===== src/rtl/sa_input_buffer_2x2_pkg.sv =====
`default_nettype none
// ---------------------------------------------------------------------------
// sa_pkg : shared sizes and types for the 2x2 switch-allocator input stage
// Rev 1.0
// ---------------------------------------------------------------------------
package sa_pkg;
  localparam int N_IN      = 2;
  localparam int SA_DATA_W = 32;

  typedef logic [SA_DATA_W-1:0]    flit_t;
  typedef logic [$clog2(N_IN)-1:0] port_idx_t;
endpackage
`default_nettype wire


===== src/rtl/sa_input_buffer_2x2_if.sv =====
`default_nettype none
// ---------------------------------------------------------------------------
// sa_input_buffer_2x2_if : flit push, allocator req/ack and output bus
// Rev 1.0 -- grant_cnt present only with SA_GRANT_CNT_EN
// ---------------------------------------------------------------------------
interface sa_input_buffer_2x2_if
  import sa_pkg::*;
#(
  parameter int DATA_W = SA_DATA_W
`ifdef SA_GRANT_CNT_EN
  , parameter int CNT_W = 16
`endif
);
  logic [N_IN-1:0]        in_valid;
  logic [N_IN*DATA_W-1:0] in_data;
  logic [N_IN-1:0]        in_ready;
  logic [N_IN-1:0]        req;
  logic [N_IN-1:0]        ack;
  logic                   out_valid;
  logic [DATA_W-1:0]      out_data;
  port_idx_t              out_src;
  logic                   err_ack;
`ifdef SA_GRANT_CNT_EN
  logic [N_IN*CNT_W-1:0]  grant_cnt;
`endif

  modport master (
    output in_valid, in_data, ack,
    input  in_ready, req, out_valid, out_data, out_src, err_ack
`ifdef SA_GRANT_CNT_EN
    , input grant_cnt
`endif
  );

  modport slave (
    input  in_valid, in_data, ack,
    output in_ready, req, out_valid, out_data, out_src, err_ack
`ifdef SA_GRANT_CNT_EN
    , output grant_cnt
`endif
  );
endinterface
`default_nettype wire


===== src/rtl/sa_input_buffer_2x2_fifo.sv =====
`default_nettype none
// ---------------------------------------------------------------------------
// sa_flit_fifo : single-input circular flit queue, no push/pop bypass
// Rev 1.0
// ---------------------------------------------------------------------------
module sa_flit_fifo #(
  parameter int DATA_W = 32,
  parameter int DEPTH  = 4
) (
  input  logic              clk,
  input  logic              rst,
  input  logic              push_i,
  input  logic [DATA_W-1:0] data_i,
  input  logic              pop_i,
  output logic [DATA_W-1:0] head_o,
  output logic              full_o,
  output logic              empty_o
);
  localparam int             PTR_W    = $clog2(DEPTH);
  localparam logic [PTR_W:0] FULL_CNT = (PTR_W+1)'(DEPTH);

  logic [DATA_W-1:0] mem_q [DEPTH];
  logic [PTR_W-1:0]  wr_ptr_q, wr_ptr_d;
  logic [PTR_W-1:0]  rd_ptr_q, rd_ptr_d;
  logic [PTR_W:0]    count_q, count_d;
  logic              do_push, do_pop;

  // Full/empty come from registered count only, so a pop never frees a slot early.
  assign full_o  = (count_q == FULL_CNT);
  assign empty_o = (count_q == '0);
  assign head_o  = mem_q[rd_ptr_q];
  assign do_push = push_i & ~full_o;
  assign do_pop  = pop_i & ~empty_o;

  always_comb begin
    wr_ptr_d = do_push ? wr_ptr_q + 1'b1 : wr_ptr_q;
    rd_ptr_d = do_pop  ? rd_ptr_q + 1'b1 : rd_ptr_q;
    count_d  = count_q;
    case ({do_push, do_pop})
      2'b10:   count_d = count_q + 1'b1;
      2'b01:   count_d = count_q - 1'b1;
      default: count_d = count_q;
    endcase
  end

  always_ff @(posedge clk) begin
    if (rst) begin
      wr_ptr_q <= '0;
      rd_ptr_q <= '0;
      count_q  <= '0;
    end else begin
      wr_ptr_q <= wr_ptr_d;
      rd_ptr_q <= rd_ptr_d;
      count_q  <= count_d;
    end
  end

  always_ff @(posedge clk) begin
    if (do_push) mem_q[wr_ptr_q] <= data_i;
  end
endmodule
`default_nettype wire


===== src/rtl/sa_input_buffer_2x2.sv =====
`default_nettype none
// ---------------------------------------------------------------------------
// sa_input_buffer_2x2 : per-input flit queues, ack decode and output register
// Rev 1.0 -- SA_GRANT_CNT_EN adds per-input grant counters
// ---------------------------------------------------------------------------
module sa_input_buffer_2x2
  import sa_pkg::*;
#(
  parameter int DATA_W = SA_DATA_W,
  parameter int DEPTH  = 4
`ifdef SA_GRANT_CNT_EN
  , parameter int CNT_W = 16
`endif
) (
  input  logic                 clk,
  input  logic                 rst,
  sa_input_buffer_2x2_if.slave bus
);
  logic [N_IN-1:0]   full, empty, push, pop;
  logic [DATA_W-1:0] head [N_IN];
  logic              ack_multi, err_now;
  logic [DATA_W-1:0] sel_data;
  port_idx_t         sel_src;

  logic              out_valid_q, out_valid_d;
  logic [DATA_W-1:0] out_data_q, out_data_d;
  port_idx_t         out_src_q, out_src_d;
  logic              err_ack_q, err_ack_d;

  assign bus.in_ready = ~full;
  assign bus.req      = ~empty;

  // A multi-hot grant pops nothing; a grant to an empty queue is dropped.
  assign ack_multi = |(bus.ack & (bus.ack - 1'b1));
  assign pop       = ack_multi ? '0 : (bus.ack & ~empty);
  assign push      = bus.in_valid & ~full;
  assign err_now   = ack_multi | (|(bus.ack & empty));

  for (genvar i = 0; i < N_IN; i++) begin : g_fifo
    sa_flit_fifo #(
      .DATA_W (DATA_W),
      .DEPTH  (DEPTH)
    ) u_fifo (
      .clk     (clk),
      .rst     (rst),
      .push_i  (push[i]),
      .data_i  (bus.in_data[i*DATA_W +: DATA_W]),
      .pop_i   (pop[i]),
      .head_o  (head[i]),
      .full_o  (full[i]),
      .empty_o (empty[i])
    );
  end

  always_comb begin
    sel_data = '0;
    sel_src  = '0;
    for (int i = 0; i < N_IN; i++) begin
      if (pop[i]) begin
        sel_data = head[i];
        sel_src  = port_idx_t'(i);
      end
    end
    out_valid_d = |pop;
    out_data_d  = (|pop) ? sel_data : out_data_q;
    out_src_d   = (|pop) ? sel_src  : out_src_q;
    err_ack_d   = err_ack_q | err_now;
  end

  always_ff @(posedge clk) begin
    if (rst) begin
      out_valid_q <= 1'b0;
      out_data_q  <= '0;
      out_src_q   <= '0;
      err_ack_q   <= 1'b0;
    end else begin
      out_valid_q <= out_valid_d;
      out_data_q  <= out_data_d;
      out_src_q   <= out_src_d;
      err_ack_q   <= err_ack_d;
    end
  end

  assign bus.out_valid = out_valid_q;
  assign bus.out_data  = out_data_q;
  assign bus.out_src   = out_src_q;
  assign bus.err_ack   = err_ack_q;

`ifdef SA_GRANT_CNT_EN
  logic [CNT_W-1:0] cnt_q [N_IN];

  always_ff @(posedge clk) begin
    for (int i = 0; i < N_IN; i++) begin
      if (rst)         cnt_q[i] <= '0;
      else if (pop[i]) cnt_q[i] <= cnt_q[i] + 1'b1;
    end
  end

  for (genvar i = 0; i < N_IN; i++) begin : g_cnt
    assign bus.grant_cnt[i*CNT_W +: CNT_W] = cnt_q[i];
  end
`endif
endmodule
`default_nettype wire


===== src/flat_wrapper.sv =====
// flat-port wrapper written by rule: the top's interface ports become plain ports
module sa_input_buffer_2x2_flat import sa_pkg::*;
#(
  parameter int DATA_W = SA_DATA_W,
  parameter int DEPTH  = 4

)
  (clk, rst, bus_in_valid, bus_in_data, bus_ack, bus_in_ready, bus_req, bus_out_valid, bus_out_data, bus_out_src, bus_err_ack);
  sa_input_buffer_2x2_if #(.DATA_W(DATA_W)) bus_i ();
  input  logic clk;
  input  logic rst;
  input wire logic [$bits(bus_i.in_valid)-1:0] bus_in_valid;
  input wire logic [$bits(bus_i.in_data)-1:0] bus_in_data;
  input wire logic [$bits(bus_i.ack)-1:0] bus_ack;
  output wire logic [$bits(bus_i.in_ready)-1:0] bus_in_ready;
  output wire logic [$bits(bus_i.req)-1:0] bus_req;
  output wire logic [$bits(bus_i.out_valid)-1:0] bus_out_valid;
  output wire logic [$bits(bus_i.out_data)-1:0] bus_out_data;
  output wire logic [$bits(bus_i.out_src)-1:0] bus_out_src;
  output wire logic [$bits(bus_i.err_ack)-1:0] bus_err_ack;
  assign bus_i.in_valid = bus_in_valid;
  assign bus_i.in_data = bus_in_data;
  assign bus_i.ack = bus_ack;
  assign bus_in_ready = bus_i.in_ready;
  assign bus_req = bus_i.req;
  assign bus_out_valid = bus_i.out_valid;
  assign bus_out_data = bus_i.out_data;
  assign bus_out_src = bus_i.out_src;
  assign bus_err_ack = bus_i.err_ack;
  sa_input_buffer_2x2 #(.DATA_W(DATA_W), .DEPTH(DEPTH)) u_core (.clk(clk), .rst(rst), .bus(bus_i));
endmodule

===== config.mk =====
export PLATFORM = sky130hd
export DESIGN_NAME = sa_input_buffer_2x2_flat
export DESIGN_NICKNAME = d
export VERILOG_FILES = /design/src/rtl/sa_input_buffer_2x2_pkg.sv /design/src/rtl/sa_input_buffer_2x2_if.sv /design/src/rtl/sa_input_buffer_2x2_fifo.sv /design/src/rtl/sa_input_buffer_2x2.sv /design/src/flat_wrapper.sv
export SDC_FILE = /design/constraint.sdc
export NUM_CORES = 1
export LEC_CHECK = 0
export BUFFER_PORTS_ARGS = -buffer_cell sky130_fd_sc_hd__buf_2
export CAP_MARGIN = 20
export CORE_MARGIN = 5
export CORE_UTILIZATION = 28
export CTS_BUF_LIST = sky130_fd_sc_hd__clkbuf_8 sky130_fd_sc_hd__clkbuf_16
export CTS_CLUSTER_DIAMETER = 150
export DETAILED_ROUTE_END_ITERATION = 7
export PLACE_DENSITY = 0.42
export SYNTH_ARGS = -nofsm -noshare
export SYNTH_HDL_FRONTEND = slang
export SYNTH_HIERARCHICAL = 1
export SYNTH_SLANG_ARGS = --single-unit

===== constraint.sdc =====
create_clock -name clk -period 3.1 [get_ports clk]
set_input_delay 0.465 -clock clk [delete_from_list [all_inputs] [get_ports clk]]
set_output_delay 0.465 -clock clk [all_outputs]
set_load 0.005 [all_outputs]

==> out/metrics.csv <==
stage;metric;value;unit
route;# DRC;0;
clocking;clock latency on the worst-skew pair;0.52;ns
place;count of port buffers added during placement;108;
layout;final standard cell count with taps included and fillers excluded;1405;
clocking;Sinks on Clock Net;309;
clocking;H-tree levels;2;
floorplanning;vertical extent of the die;218;um
layout;summed area of non-filler cells in the final layout;0.0144;mm2
clocking;Clk pin slew, worst setup/hold paths;0.06;ns
synth;biggest area consumer among synthesized cells;edfxtp_1;
synth;dominant cell by count in the synthesized netlist;edfxtp_1;
clocking;hold bufs inserted after CTS;0;
synth;share of Yosys cell area claimed by the top area cell type;0.637;
place;final RePlAce weighted congestion;0.706;
synth;Synth Warn #;6;
synth;proportion of synthesized flip-flops having asynchronous set or reset;0;
timing;setup TNS after final layout;0;ns
layout;area overhead of the layout relative to synthesis;19.5;%
synth;fraction of the yosys area taken by sequential cells;0.725;
layout;proportion of layout cells with a drive suffix above 1;0.312;
synth;Post-Synthesis Cells;666;
setup_path;class of the most critical setup path;register to register;
place;Placed Area;0.0133;mm2
setup_path;Worst Path Arrival;3.04;ns
setup_path;maximum fanout count along the critical path;19;
global_route;Total GRT Usage;0.121;
job;Max-cap violations;0;
clocking;clock root buffer;clkbuf_16;
route;Pre-Repair DR Iteration Count;6;
synth;net count after synthesis;748;
timing;transition time of the tightest slew-check pin;0.768;ns
synth;Avg Inst Size Synth;18.1;um2
setup_path;CP endpoint kind;register;
timing;Peak Freq;386;MHz
timing;final-report hold violation count;0;
clocking;buffer levels on the longest clock path;3;
synth;main flop type after synthesis;edfxtp_1;
floorplanning;Die Area;0.0474;mm2
synth;most numerous cell types in the synthesized netlist;edfxtp_1, mux4_2, dfxtp_1, nand2_1;
setup_path;terminus of the critical flop-to-flop path;u_core/g_fifo[0].u_fifo/count_q[2]$_SDFFE_PP0P_;
global_route;vias in the first global route;6498;
global_route;number of antenna violations at the first check in global routing;4;
clocking;number of setup buffers added after CTS;0;
synth;count of flip-flops with a built-in enable after synthesis;256;
route;average detailed-routed wire length per instance;20.7;um
power_and_ir_drop;PD cells;689;mW/mm2
floorplanning;effective utilization at floorplan;0.282;
place;estimated wirelength of the detail-placed design;18.9;mm
route;post-detailed-route via-to-cell ratio;4.44;
power_and_ir_drop;peak supply drop;0.000434;V
min_path;hold-critical path depth;1;
timing;min Tclk post-route;2.59;ns
floorplanning;die span in x;218;um
min_path;HP Start;bus_in_data[14];
floorplanning;core area;0.0429;mm2
min_path;path category of the worst min-delay check;primary input to register;
clocking;clock tree from TritonCTS;done;
global_route;wire length of the first global-routing pass;42.9;mm
setup_path;number of cell instances on the worst register-to-register path;11;
synth;Synth Cell Area;0.0121;mm2
power_and_ir_drop;static leakage;4.79;nW
place;number of instances in the placed design;1340;
timing;post-route fraction of the period consumed by the critical path;0.835;
clocking;Post-CTS Resized;0;
route;wirelength, routed;29.1;mm
global_route;overflow left after global routing;0;
layout;number of nets in the final layout;874;
route;via count;6234;
clocking;number of buffers created by CTS;35;
timing;Clock Skew;0.0205;ns
timing;setup repair after global routing missed its margin;no;
timing;setup violators final;0;
setup_path;flop2flop setup slack;0.51;ns
synth;top cells by area in the synthesized netlist;edfxtp_1, mux4_2, dfxtp_1;
timing;max-slew violation count;0;
layout;total of fill cells in the finished design;4098;
min_path;WHS Endpoint;u_core/g_fifo[0].u_fifo/mem_q[3][14]$_DFFE_PP_;
global_route;pin count of the biggest net entering global routing;66;
setup_path;Critical Path Source Type;register;
floorplanning;row cnt;76;
setup_path;CP Data Required Time;3.55;ns
route;number of nets with antenna violations after routing;0;
timing;Slew HR;0.488;
route;Starting DRT DRC Count;354;
run_status;result of the run;finished, final reports clean;
synth;Unique masters post-synth;34;
synth;register bit count reported by yosys;309;
floorplanning;number of top-level pins;109;
setup_path;reg-to-reg critical path startpoint;u_core/g_fifo[0].u_fifo/count_q[0]$_SDFFE_PP0P_;
## layer usage
metal | global-route usage | part of all wire | vias to the layer above
li1 | - | - | 2892
met1 | 0.159 | 0.44 | 3173
met2 | 0.199 | 0.48 | 128
met3 | 0.0358 | 0.059 | 37
met4 | 0.0282 | 0.014 | 4
met5 | 0 | 0.00072 | -
## state kept, by name, summed over array words and instances, names as in the netlist, named ones only
register	count
u_core/bus.out_data	32
u_core/bus.err_ack	1
u_core/bus.out_valid	1
u_core/g_fifo.u_fifo/mem_q	256
u_core/g_fifo.u_fifo/wr_ptr_q	4
u_core/g_fifo.u_fifo/count_q	6
u_core/g_fifo.u_fifo/rd_ptr_q	4
u_core/bus.out_src	1
## cells by family (layout without fill, tap and decap cells)
group | Yosys count | in the layout | share of synthesized area
adder cells (fa/ha/maj) | 12 | 12 | 0.0137
flip-flops | 309 | 309 | 0.725
other | 0 | 2 | 0
AND/OR/NAND/NOR | 157 | 157 | 0.0702
multiplexers | 66 | 66 | 0.122
AO/OA/AOI/OAI | 52 | 52 | 0.0332
XOR/XNOR | 6 | 6 | 0.00435
buffers and inverters | 64 | 216 | 0.0318
## power breakdown
part	internal, mW	total, mW	leakage, nW	switching [mW]
registers	4.77	4.89	2.78	0.121
clock network	2.53	4.15	0.605	1.62
logic	0.368	0.894	1.40	0.526
total	7.67	9.94	4.79	2.27
## cell type report
class                           count  area (um2)  area share
Clock inverter                     21         174      0.0121
Tap cell                          585         732      0.0507
Inverter                           23        91.3     0.00633
Clock buffer                       42         995      0.0689
Multi-Input combinational cell    293        2940       0.204
Sequential cell                   309        8750       0.606
Antenna cell                        2        5.00    0.000347
Timing Repair Buffer              130         743      0.0515
## per-stage QoR
stage | utilization | power [mW] | setup WS, ns | hold WS [ns]
after floorplan | - | 5.49 | 0.472 | 0.446
after global placement | 0.309 | 5.91 | 0.454 | 0.467
after detailed placement | 0.309 | 5.91 | 0.446 | 0.465
after CTS | 0.336 | 10.1 | 0.497 | 0.132
after global routing | 0.336 | 10.4 | 0.363 | 0.136
final | 0.337 | 9.94 | 0.511 | 0.162
## worst max-delay path: stages (launching register included)
cell and delay, ns:
dfxtp_1 0.45, nor3_2 0.08, or3b_1 0.44, clkinv_4 0.17, o31ai_2 0.11, inv_1 0.07, ha_1 0.17, inv_1 0.06
fa_1 0.38, xor2_1 0.16, or3_1 0.30, a21oi_1 0.13
## layout by cell type, fill, tap and decap left out, drive strengths merged, types with 2 or more instances in the layout
master and n:
nand2b 5, dfxtp 53, ha 10, nor2b 3, buf 130, mux4 64
a21oi 10, nand2 34, o31ai 2, clkbuf 42, clkinv 13, xor2 6
nor3b 2, diode 2, nor3 2, and2 8, nor2 30, inv 28
nand3b 32, or3 6, a41oi 16, o21ai 6, bufinv 3, nand3 32
fa 2, mux2i 2, or3b 2, a311oi 16, edfxtp 256
## worst max-delay path by stage
stage / start / to / slack (ns) / depth (start not counted)
6_report: u_core/g_fifo[0].u_fifo/count_q[0]$_SDFFE_PP0P_ / u_core/g_fifo[0].u_fifo/count_q[2]$_SDFFE_PP0P_ / 0.51 / 11
5_1_grt: u_core/g_fifo[0].u_fifo/count_q[0]$_SDFFE_PP0P_ / u_core/g_fifo[0].u_fifo/count_q[2]$_SDFFE_PP0P_ / 0.36 / 11
4_1_cts: u_core/g_fifo[0].u_fifo/count_q[0]$_SDFFE_PP0P_ / u_core/g_fifo[0].u_fifo/count_q[2]$_SDFFE_PP0P_ / 0.50 / 11
3_5_place_dp: bus_ack[1] / u_core/g_fifo[0].u_fifo/count_q[2]$_SDFFE_PP0P_ / 0.45 / 11
3_3_place_gp: bus_ack[1] / u_core/g_fifo[0].u_fifo/count_q[2]$_SDFFE_PP0P_ / 0.45 / 11
2_1_floorplan: u_core/g_fifo[1].u_fifo/count_q[0]$_SDFFE_PP0P_ / u_core/g_fifo[1].u_fifo/count_q[2]$_SDFFE_PP0P_ / 0.47 / 13
No activity file was read; power rests on OpenSTA's default activity.
